[src/rtl/serial_paralelo_rx.sv]
// Serial-to-parallel receive front end: finds byte alignment by locking onto
// repeated COM idle symbols, then deserializes MSB-first bytes with a valid flag.
module serial_paralelo_rx #(
  parameter logic [7:0] COM_SYMBOL = 8'hBC,
  parameter int         BC_NEEDED  = 4
) (
  input  logic       clk_32f,
  input  logic       reset,
  input  logic       data_in,
  output logic       active_out,
  output logic [7:0] data_out,
  output logic       valid_out,
  output logic       byte_strobe
);

  typedef enum logic [1:0] {SEARCH, LOCKING, ACTIVE} state_t;

  localparam logic [2:0] BC_TARGET = 3'(BC_NEEDED);

  state_t     state_q, state_d;
  logic [7:0] shift_q, shift_next;
  logic [2:0] bit_cnt_q, bit_cnt_d;
  logic [2:0] bc_cnt_q, bc_cnt_d;
  logic [2:0] bc_inc;
  logic       com_match;
  logic       boundary;

  assign shift_next = {shift_q[6:0], data_in};
  assign com_match  = (shift_next == COM_SYMBOL);
  assign boundary   = (bit_cnt_q == 3'd7);
  assign bc_inc     = bc_cnt_q + 3'd1;

  always_ff @(posedge clk_32f or negedge reset) begin
    if (!reset) begin
      state_q   <= SEARCH;
      shift_q   <= 8'h00;
      bit_cnt_q <= 3'd0;
      bc_cnt_q  <= 3'd0;
    end else begin
      state_q   <= state_d;
      shift_q   <= shift_next;
      bit_cnt_q <= bit_cnt_d;
      bc_cnt_q  <= bc_cnt_d;
    end
  end

  always_comb begin
    state_d   = state_q;
    bit_cnt_d = bit_cnt_q;
    bc_cnt_d  = bc_cnt_q;
    case (state_q)
      SEARCH: begin
        // Bit-granular hunt: any window matching COM becomes the candidate alignment
        if (com_match) begin
          bit_cnt_d = 3'd0;
          bc_cnt_d  = 3'd1;
          state_d   = (BC_NEEDED == 1) ? ACTIVE : LOCKING;
        end
      end
      LOCKING: begin
        bit_cnt_d = bit_cnt_q + 3'd1;
        if (boundary) begin
          if (com_match) begin
            bc_cnt_d = bc_inc;
            if (bc_inc == BC_TARGET) state_d = ACTIVE;
          end else begin
            bc_cnt_d = 3'd0;
            state_d  = SEARCH;
          end
        end
      end
      ACTIVE: begin
        bit_cnt_d = bit_cnt_q + 3'd1;
      end
      default: begin
        state_d = SEARCH;
      end
    endcase
  end

  // COM bytes in ACTIVE are idle: strobe still pulses, data_out keeps the last payload
  always_ff @(posedge clk_32f or negedge reset) begin
    if (!reset) begin
      active_out  <= 1'b0;
      data_out    <= 8'h00;
      valid_out   <= 1'b0;
      byte_strobe <= 1'b0;
    end else begin
      active_out  <= (state_d == ACTIVE);
      byte_strobe <= (state_q == ACTIVE) && boundary;
      if ((state_q == ACTIVE) && boundary) begin
        valid_out <= !com_match;
        if (!com_match) data_out <= shift_next;
      end
    end
  end

endmodule

[config.mk]
export PLATFORM = sky130hd
export DESIGN_NAME = serial_paralelo_rx
export DESIGN_NICKNAME = d
export VERILOG_FILES = /design/src/rtl/serial_paralelo_rx.sv
export SDC_FILE = /design/constraint.sdc
export NUM_CORES = 1
export LEC_CHECK = 0
export ABC_AREA = 1
export BUFFER_PORTS_ARGS = -buffer_cell sky130_fd_sc_hd__buf_2
export CORE_MARGIN = 4
export CORE_UTILIZATION = 55
export DETAILED_ROUTE_END_ITERATION = 12
export GPL_TIMING_DRIVEN = 0
export HOLD_SLACK_MARGIN = 0.05
export PLACE_DENSITY = 0.76
export SETUP_SLACK_MARGIN = 0.02
export SLEW_MARGIN = 20
export SYNTH_ARGS = -nofsm -noshare
export SYNTH_HDL_FRONTEND = slang
export SYNTH_SLANG_ARGS = --single-unit
export TNS_END_PERCENT = 10
[constraint.sdc]
create_clock -name clk_32f -period 1.82 [get_ports clk_32f]
set_clock_uncertainty 0.05 [all_clocks]
set_input_delay 0.546 -clock clk_32f [delete_from_list [all_inputs] [get_ports clk_32f]]
set_output_delay 0.546 -clock clk_32f [all_outputs]
set_load 0.005 [all_outputs]
; After elaboration in Yosys (flattened, before gate mapping)
; Cells that the tools add are included.
; Widths: inputs -> output; s select.
[op_classes]
n_bitwise = 1
addsub = 2
n_mux = 11
n_eq_ne = 8
n_reduce_logical = 9
[ops]
columns = op, n
row1 = $mux 3, 4
row2 = $pmux 3 s2, 2
row3 = $eq 8x8->1 const B, 1
row4 = $mux 2, 4
row5 = $add 3x1->3 const B, 2
row6 = $eq 3x3->1 const B, 2
row7 = $pmux 2 s3, 1
row8 = $eq 2x2->1 const B, 2
row9 = $ne 2x2->1 const B, 2
row10 = $reduce_and 2->1, 2
row11 = $reduce_bool 2->1, 2
row12 = $reduce_and 3->1, 1
row13 = $eq 2x1->1 const B, 1
row14 = $logic_not 2->1, 1
row15 = $reduce_or 2->1, 1
row16 = $logic_and 1x1->1, 1
row17 = $logic_not 1->1, 1
row18 = $not 1->1, 1
[word_totals]
register_bits = 26
inputBits = 3
output_inout_bits = 11

; Logic depth before layout (Yosys ltp)
; Gate-level depths: netlist of the first run.
[logic_depth]
word_depth = 7
mapped_depth = 10
mapped_depth_nobuf = 10

; Least setup slack after synthesis of the first run
; Ideal clock, no wire load.
[synth_path]
path_kind = register to register
start = reg bit_cnt_q[0]
end = reg data_out[3]
setup_ns = 0.125
t_arrival_ns = 1.365
path_stages_with_launch = 8
path_slack_ns = 0.280
cell_sequence = dfrtp_1 > ha_1 > ha_1 > nand2_1 > inv_2 > nand2_4 > buf_12 > mux2_4
[synth_between]
elab_chain_len = 3
[synth_lines]
columns = element, line_no
row1 = from (decl), 22  ; logic [2:0] bit_cnt_q, bit_cnt_d;
row2 = from (signal assigned), 42  ; bit_cnt_q <= bit_cnt_d;
row3 = $eq 3x3->1, 30  ; assign boundary = (bit_cnt_q == 3'd7);
row4 = $logic_and 1x1->1, 91  ; if ((state_q == ACTIVE) && boundary) begin
row5 = $reduce_and 2->1 (no source line), -
row6 = to (signal assigned), 93  ; if (!com_match) data_out <= shift_next;
row7 = to (decl), 11  ; output logic [7:0] data_out,
; No other way between the ends.
; A chain may end at the register's enable or synchronous reset.

; Worst setup path after layout of the first run
; Same ends and word-level chain as after synthesis.

==> results.txt, run 1 <==
----------------------------------------------------
[Run status]
  Result of the run ... completed

[Placed design]
  Final weighted congestion in routability-driven placement ... 0.694
  Number of port buffers ... 13
  Half-perimeter wire length after detailed placement ... 1430 um
  Count of placed standard cells including taps ... 152
  Placed Instance Area ... 1290 um2

[Detailed routing]
  Number of detailed-route iterations in the first pass ... 4
  Residual DRC ... 0
  Wire per inst ... 12.3 um
  Routed Wire Length ... 1920 um
  Number of vias per cell ... 5.10
  Antenna-violating nets left ... 0
  Via count ... 796
  Iter 0 DRT Violations ... 6

[Floorplan]
  Standard-cell rows ... 16
  Core area ... 2000 um2
  Initial Util ... 0.594
  I/O pin count ... 14
  DIE AREA ... 2970 um2
  Die height ... 54.5 um
  Overall die width ... 54.5 um

[Finish]
  Area delta synth->final ... 12.7%
  Share of layout cells above drive strength 1 ... 0.256
  Post-route cell area ... 1340 um2
  Utilization of the core after routing ... 0.669
  Layout fillers ... 163
  Number of nets at the end of the flow ... 142
  Final standard cell count with taps included and fillers excluded ... 156
  Most common cell after layout, fill and taps aside ... sky130_fd_sc_hd__nand2_1
  Highest-count cells in the layout ignoring fill and taps ... 31 x sky130_fd_sc_hd__nand2_1, 26 x sky130_fd_sc_hd__dfrtp_1, 13 x sky130_fd_sc_hd__buf_2, 11 x sky130_fd_sc_hd__inv_1, 9 x sky130_fd_sc_hd__ha_1
  Total inserted antenna cells ... 0

[CTS]
  Maximum clock insertion buffer count ... 2
  Clock tree from TritonCTS ... yes
  Post-CTS setup buffer count ... 0
  Number of gates given a new drive strength after cts ... 0
  Clock edge transition at the registers on the reported setup and hold paths ... 0.14 ns
  Clock Sink Count ... 26
  TritonCTS Buffers ... 3
  Root buffer selected by CTS ... sky130_fd_sc_hd__clkbuf_4
  Hold-fix buffers at CTS ... 0
  Clock latency on the worst-skew pair ... 0.32 ns
  Number of H-tree levels ... 1

[Worst setup path]
  Largest incremental delay on the critical path ... 0.42 ns
  Data arrival time at the worst-slack endpoint ... 1.85 ns
  Critical path launch point type ... flip-flop
  Cell repeated most along the worst path ... sky130_fd_sc_hd__ha_1
  Worst Path Class, Setup ... reg2reg
  Endpoint class of the critical path ... flip-flop
  Maximum fanout count along the critical path ... 10
  Ordered list of cells on the worst path ... ha_1 > ha_1 > nand2_1 > inv_2 > nand2_4 > buf_12 > mux2_4
  Cell family with most CP delay ... flip-flops
  Buf/Inv on CP ... 2
  CP max-delay cell ... sky130_fd_sc_hd__dfrtp_1
  Worst path required time ... 1.99 ns

[Power and ir drop]
  P per Cell Area ... 841 nW/um2
  Switch Pwr ... 0.267 mW
  Logic pwr share ... 0.093
  Worst IR Drop VDD ... 0.681 mV
  Static Leakage ... 0.763 nW
  Clock network power share ... 0.346
  Switching Fraction ... 0.237
  Internal power summed over all cells ... 0.861 mW
  Sequential share of power ... 0.561

[Timing]
  Worst slew margin ... 0.637
  Slew of the pin with the lowest slew margin ... 0.545 ns
  Setup repair after global routing missed its margin ... no
  Post-route clock period utilization ... 0.920
  Upper clock frequency limit ... 597 MHz
  Final critical path time including I/O delays and setup ... 1.67 ns
  Number of max-slew violations in the final report ... 0
  Final Hold Violating Endpoints ... 0
  Total Neg Setup Slack ... 0 ns
  Final setup fails ... 0

[Yosys]
  Sequential cell area fraction in the yosys report ... 0.547
  Number of distinct library cell variants in the gate-level netlist after synthesis ... 17
  Netlist area before placement ... 1190 um2
  Number of standard cells after synthesis ... 112
  Number of nets in the synthesized netlist ... 124
  Parity-gate share of the synthesized area counting xor and xnor cells ... 0.00737
  Ys Warns ... 0
  Adder-Cell Fraction of Synth Area ... 0.0947
  Fraction of synthesized area in multiplexers ... 0.0568
  Post-synthesis cell type with the largest combined area ... sky130_fd_sc_hd__dfrtp_1
  Number of synthesized register bits ... 26
  Area share of the largest cell type after synthesis ... 0.547
  Top post-synthesis cells by area ... sky130_fd_sc_hd__dfrtp_1 55%, sky130_fd_sc_hd__nand2_1 9.8%, sky130_fd_sc_hd__ha_1 9.5%
  Share of the synthesized area in compound gates (AO/OA/AOI/OAI) ... 0.0484
  Area share of and/or/nand/nor cells after synthesis ... 0.187
  Mean instance size in the synthesized netlist ... 10.6 um2
  Dominant combinational cell family by area after synthesis ... simple AND/OR/NAND/NOR gates

[Global route]
  First-pass GRT wire length ... 3430 um
  Number of antenna violations at the first check in global routing ... 0
  Vias in the first global route ... 772
  Overflow left after global routing ... 0
  Maximum number of pins on one net before global-route repair ... 27
  Total routing usage reported by global routing ... 0.166

[Worst hold path]
  Tightest Hold Check Type ... in2async

[Job]
  Max Cap Violations ... 0

----------------------------------------------------
[cells in the mapped netlist]
cell                       n
sky130_fd_sc_hd__nand2_1  31
sky130_fd_sc_hd__mux2_4    3
sky130_fd_sc_hd__inv_1    11
sky130_fd_sc_hd__nand2_2   2
sky130_fd_sc_hd__or2_0     1
sky130_fd_sc_hd__dfrtp_1  26
sky130_fd_sc_hd__buf_12    1
sky130_fd_sc_hd__ha_1      9
sky130_fd_sc_hd__mux2_2    2
sky130_fd_sc_hd__nand3_1   7
sky130_fd_sc_hd__nor2_1    2
sky130_fd_sc_hd__nand2_4   2
sky130_fd_sc_hd__a21oi_2   2
sky130_fd_sc_hd__xor2_1    1
sky130_fd_sc_hd__o21ai_0   8
sky130_fd_sc_hd__nor2_4    2
sky130_fd_sc_hd__inv_2     2
[metrics by stage]
stage / setup slack, ns / hold WS [ns] / power [mW]
3_3_place_gp: 0.124 / 0.307 / 0.737
2_1_floorplan: 0.280 / 0.200 / 0.709
5_1_grt: 0.0495 / 0.161 / 1.19
4_1_cts: 0.136 / 0.147 / 1.14
3_5_place_dp: 0.101 / 0.319 / 0.747
6_report: 0.146 / 0.135 / 1.13
[routing by layer]
metal | routed length, um | GRT usage | vias to the layer above | part of all wire
li1 | - | - | 391 | -
met1 | 878 | 0.196 | 387 | 0.46
met2 | 924 | 0.289 | 13 | 0.48
met3 | 76 | 0.0245 | 5 | 0.040
met4 | 42 | 0.0871 | 0 | 0.022
met5 | 0 | 0 | - | 0
[state kept, by name, indices dropped and copies added, names as in the netlist]
name,cells
bc_cnt_q,3
byte_strobe,1
active_out,1
state_q,2
valid_out,1
data_out,8
shift_q,7
bit_cnt_q,3
[power groups by stage]
stage / sequential, mW / combinational, mW / clock [mW]
after floorplan: 0.634 / 0.0753 / 0
after global placement: 0.640 / 0.0975 / 0
after detailed placement: 0.642 / 0.104 / 0
after CTS: 0.632 / 0.107 / 0.404
after global routing: 0.636 / 0.122 / 0.428
final: 0.633 / 0.105 / 0.390
[cell type report]
cell class / instances / area (um2) / share of cell area
tap: 27 / 33.8 / 0.0252
buffer: 1 / 20.0 / 0.0149
inverter: 13 / 48.8 / 0.0364
sequential: 26 / 651 / 0.486
clock inverter: 1 / 30.0 / 0.0224
clock buffer: 3 / 22.5 / 0.0168
timing repair buffer: 13 / 65.1 / 0.0486
multi-input combinational: 72 / 469 / 0.350
[kinds of logic after synthesis]
| family | after synthesis |
|---|---|
| compound gates | 10 |
| mux | 5 |
| xor+xnor | 1 |
| flops | 26 |
| simple gates | 47 |
| fa+ha+maj | 9 |
| buf+inv | 14 |
[worst reg2reg max path, stage by stage, from the launching register on]
cell and delay (ns):
sky130_fd_sc_hd__dfrtp_1 0.42, sky130_fd_sc_hd__ha_1 0.21, sky130_fd_sc_hd__ha_1 0.21, sky130_fd_sc_hd__nand2_1 0.12, sky130_fd_sc_hd__inv_2 0.06, sky130_fd_sc_hd__nand2_4 0.09, sky130_fd_sc_hd__buf_12 0.13, sky130_fd_sc_hd__mux2_4 0.30
[path summary, 6_finish.rpt]
path | start | to | slack (ns) | depth (start not counted)
worst max-delay path | bit_cnt_q[0]$_DFFE_PN0P_ | data_out[3]$_DFFE_PN0P_ | 0.15 | 7
worst min-delay path | reset | data_out[5]$_DFFE_PN0P_ | 0.14 | 1
worst max register to register | bit_cnt_q[0]$_DFFE_PN0P_ | data_out[3]$_DFFE_PN0P_ | 0.15 | 7
worst min register to register | shift_q[0]$_DFF_PN0_ | shift_q[1]$_DFF_PN0_ | 0.35 | 0
max in group asynchronous | reset | bit_cnt_q[2]$_DFFE_PN0P_ | 1.23 | 1
min in group clk_32f | data_in | shift_q[0]$_DFF_PN0_ | 0.28 | 1
Note: power is estimated with default switching activity, not from simulation.
==> run 2, diff against run 1 <==
--- a/constraint.sdc
+++ b/constraint.sdc
@@ -3,3 +3,3 @@
 set_input_delay 0.546 -clock clk_32f [delete_from_list [all_inputs] [get_ports clk_32f]]
 set_output_delay 0.546 -clock clk_32f [all_outputs]
-set_load 0.005 [all_outputs]
+set_load 0.1 [all_outputs]
==> run 2 against run 1 <==
Fmax decreased by 3.3%; critical path type is now reg2out; wire length about the same; worst hold slack got worse by 0.00059 ns; clock power about the same; sequential cell count unchanged; sequential share of layout area decreased by 0.090 points; critical path depth decreased by 6.
==> results.txt, run 2 (synthesized netlist as in run 1, its figures left out) <==
----------------------------------------------------
[CTS]
  TritonCTS Buffers ... 3 (unchanged)
  Clock latency on the worst-skew pair ... 0.32 ns (about the same)
  Number of H-tree levels ... 1 (unchanged)
  Number of gates given a new drive strength after cts ... 0 (unchanged)
  Clock edge transition at the registers on the reported setup and hold paths ... 0.14 ns (about the same)
  Maximum clock insertion buffer count ... 2 (unchanged)
  Post-CTS setup buffer count ... 0 (unchanged)
  Hold-fix buffers at CTS ... 0 (unchanged)
  Clock tree from TritonCTS ... yes (unchanged)
  Clock Sink Count ... 26 (unchanged)
  Root buffer selected by CTS ... sky130_fd_sc_hd__clkbuf_4 (unchanged)

[Timing]
  Setup repair after global routing missed its margin ... no (unchanged)
  Worst slew margin ... 0.637 (about the same)
  Upper clock frequency limit ... 578 MHz (was 597 MHz)
  Number of max-slew violations in the final report ... 0 (unchanged)
  Slew of the pin with the lowest slew margin ... 0.545 ns (about the same)
  Final Hold Violating Endpoints ... 0 (unchanged)
  Final critical path time including I/O delays and setup ... 1.73 ns (was 1.67 ns)
  Post-route clock period utilization ... 0.951 (was 0.920)
  Total Neg Setup Slack ... 0 ns (unchanged)
  Final setup fails ... 0 (unchanged)

[Floorplan]
  Standard-cell rows ... 16 (unchanged)
  I/O pin count ... 14 (unchanged)
  Core area ... 2000 um2 (unchanged)
  Overall die width ... 54.5 um (unchanged)
  DIE AREA ... 2970 um2 (unchanged)
  Die height ... 54.5 um (unchanged)
  Initial Util ... 0.594 (unchanged)

[Global route]
  Vias in the first global route ... 772 (unchanged)
  Maximum number of pins on one net before global-route repair ... 27 (unchanged)
  Number of antenna violations at the first check in global routing ... 0 (unchanged)
  Total routing usage reported by global routing ... 0.166 (unchanged)
  First-pass GRT wire length ... 3430 um (unchanged)
  Overflow left after global routing ... 0 (unchanged)

[Finish]
  Final standard cell count with taps included and fillers excluded ... 156 (unchanged)
  Highest-count cells in the layout ignoring fill and taps ... 31 x sky130_fd_sc_hd__nand2_1, 26 x sky130_fd_sc_hd__dfrtp_1, 12 x sky130_fd_sc_hd__buf_2, 11 x sky130_fd_sc_hd__inv_1, 9 x sky130_fd_sc_hd__ha_1 (was 31 x sky130_fd_sc_hd__nand2_1, 26 x sky130_fd_sc_hd__dfrtp_1, 13 x sky130_fd_sc_hd__buf_2, 11 x sky130_fd_sc_hd__inv_1, 9 x sky130_fd_sc_hd__ha_1)
  Largest registers ... data_out x8, shift_q x7 (unchanged)
  Total inserted antenna cells ... 0 (unchanged)
  Most common cell after layout, fill and taps aside ... sky130_fd_sc_hd__nand2_1 (unchanged)
  Share of layout cells above drive strength 1 ... 0.256 (unchanged)
  Area taken by multi-input logic gates ... 469 um2 (unchanged)
  Sequential cell area ... 651 um2 (unchanged)
  Post-route cell area ... 1340 um2 (about the same)
  Number of nets at the end of the flow ... 142 (unchanged)
  Layout fillers ... 162 (was 163)
  Max reg flops ... 8 (unchanged)
  Utilization of the core after routing ... 0.671 (was 0.669)
  Register with the highest flop count ... data_out (unchanged)
  Area delta synth->final ... 12.9% (was 12.7%)

[Power and ir drop]
  Static Leakage ... 0.762 nW (was 0.763 nW)
  P per Cell Area ... 840 nW/um2 (was 841 nW/um2)
  Worst IR Drop VDD ... 0.682 mV (was 0.681 mV)

[Placed design]
  Count of placed standard cells including taps ... 152 (unchanged)
  Final weighted congestion in routability-driven placement ... 0.694 (unchanged)
  Half-perimeter wire length after detailed placement ... 1430 um (unchanged)
  Number of port buffers ... 13 (unchanged)
  Placed Instance Area ... 1290 um2 (unchanged)

[Detailed routing]
  Residual DRC ... 0 (unchanged)
  Antenna-violating nets left ... 0 (unchanged)
  Wire per inst ... 12.3 um (about the same)
  Routed Wire Length ... 1920 um (about the same)
  Iter 0 DRT Violations ... 6 (unchanged)
  Number of detailed-route iterations in the first pass ... 4 (unchanged)
  Number of vias per cell ... 5.10 (unchanged)
  Via count ... 796 (unchanged)

[Worst setup path]
  Worst setup startpoint ... data_out[4]$_DFFE_PN0P_ (was bit_cnt_q[0]$_DFFE_PN0P_)
  Ordered list of cells on the worst path ... buf_2 (was ha_1 > ha_1 > nand2_1 > inv_2 > nand2_4 > buf_12 > mux2_4)
  Startpoint of the most critical register-to-register path ... bit_cnt_q[0]$_DFFE_PN0P_ (unchanged)
  Critical path launch point type ... flip-flop (unchanged)
  Endpoint class of the critical path ... output pin (was flip-flop)
  Buf/Inv on CP ... 1 (was 2)
  Worst path required time ... 1.22 ns (was 1.99 ns)
  Cell family with most CP delay ... buffers and inverters (was flip-flops)
  Largest incremental delay on the critical path ... 0.43 ns (was 0.42 ns)
  Maximum fanout count along the critical path ... 2 (was 10)
  Worst Path Class, Setup ... reg2out (was reg2reg)
  CP max-delay cell ... sky130_fd_sc_hd__buf_2 (was sky130_fd_sc_hd__dfrtp_1)
  Data arrival time at the worst-slack endpoint ... 1.14 ns (was 1.85 ns)

[Job]
  Max Cap Violations ... 0 (unchanged)

[Worst hold path]
  Tightest Hold Check Type ... in2async (unchanged)

[Run status]
  Result of the run ... completed (unchanged)

----------------------------------------------------
==> run 2: path summary, 6_finish.rpt <==
check | endpoint | slack (ns) | cells past startpoint
setup / recovery | data_out[4] | 0.09 | 1
hold / removal | data_out[5]$_DFFE_PN0P_ | 0.13 | 1
setup reg to reg | data_out[3]$_DFFE_PN0P_ | 0.15 | 7
hold reg to reg | shift_q[1]$_DFF_PN0_ | 0.35 | 0
max in group asynchronous | bit_cnt_q[2]$_DFFE_PN0P_ | 1.23 | 1
min in group clk_32f | shift_q[0]$_DFF_PN0_ | 0.28 | 1
==> run 2: layer usage <==
| metal | routed length, um | vias to the layer above | share of wire | track usage |
|---|---|---|---|---|
| met1 | 878 | 387 | 0.46 | 0.196 |
| met5 | 0 | - | 0 | 0 |
| met4 | 42 | 0 | 0.022 | 0.0871 |
| met2 | 925 | 13 | 0.48 | 0.289 |
| li1 | - | 391 | - | - |
| met3 | 75 | 5 | 0.039 | 0.0245 |
==> run 2: final cells by class <==
type,instances,area share
sequential,26,0.485
multi-input combinational,72,0.349
timing repair buffer,13,0.0503
inverter,13,0.0363
tap,27,0.0252
clock inverter,1,0.0224
clock buffer,3,0.0168
buffer,1,0.0149
==> run 2: stage by stage <==
stage / setup WS [ns] / power [mW] / hold WS [ns]
final: 0.0887 / 1.13 / 0.135
after global routing: 0.0323 / 1.19 / 0.161
after CTS: 0.0722 / 1.14 / 0.147
after detailed placement: 0.101 / 0.747 / 0.319
after global placement: 0.124 / 0.737 / 0.307
after floorplan: 0.280 / 0.709 / 0.200
==> run 2: power breakdown <==
group	switching, mW	total, mW	internal, mW	leakage [nW]
Combinational	0.0714	0.105	0.0334	0.395
Sequential	0.0280	0.633	0.605	0.339
Clock	0.168	0.390	0.223	0.0279
Total	0.267	1.13	0.861	0.762
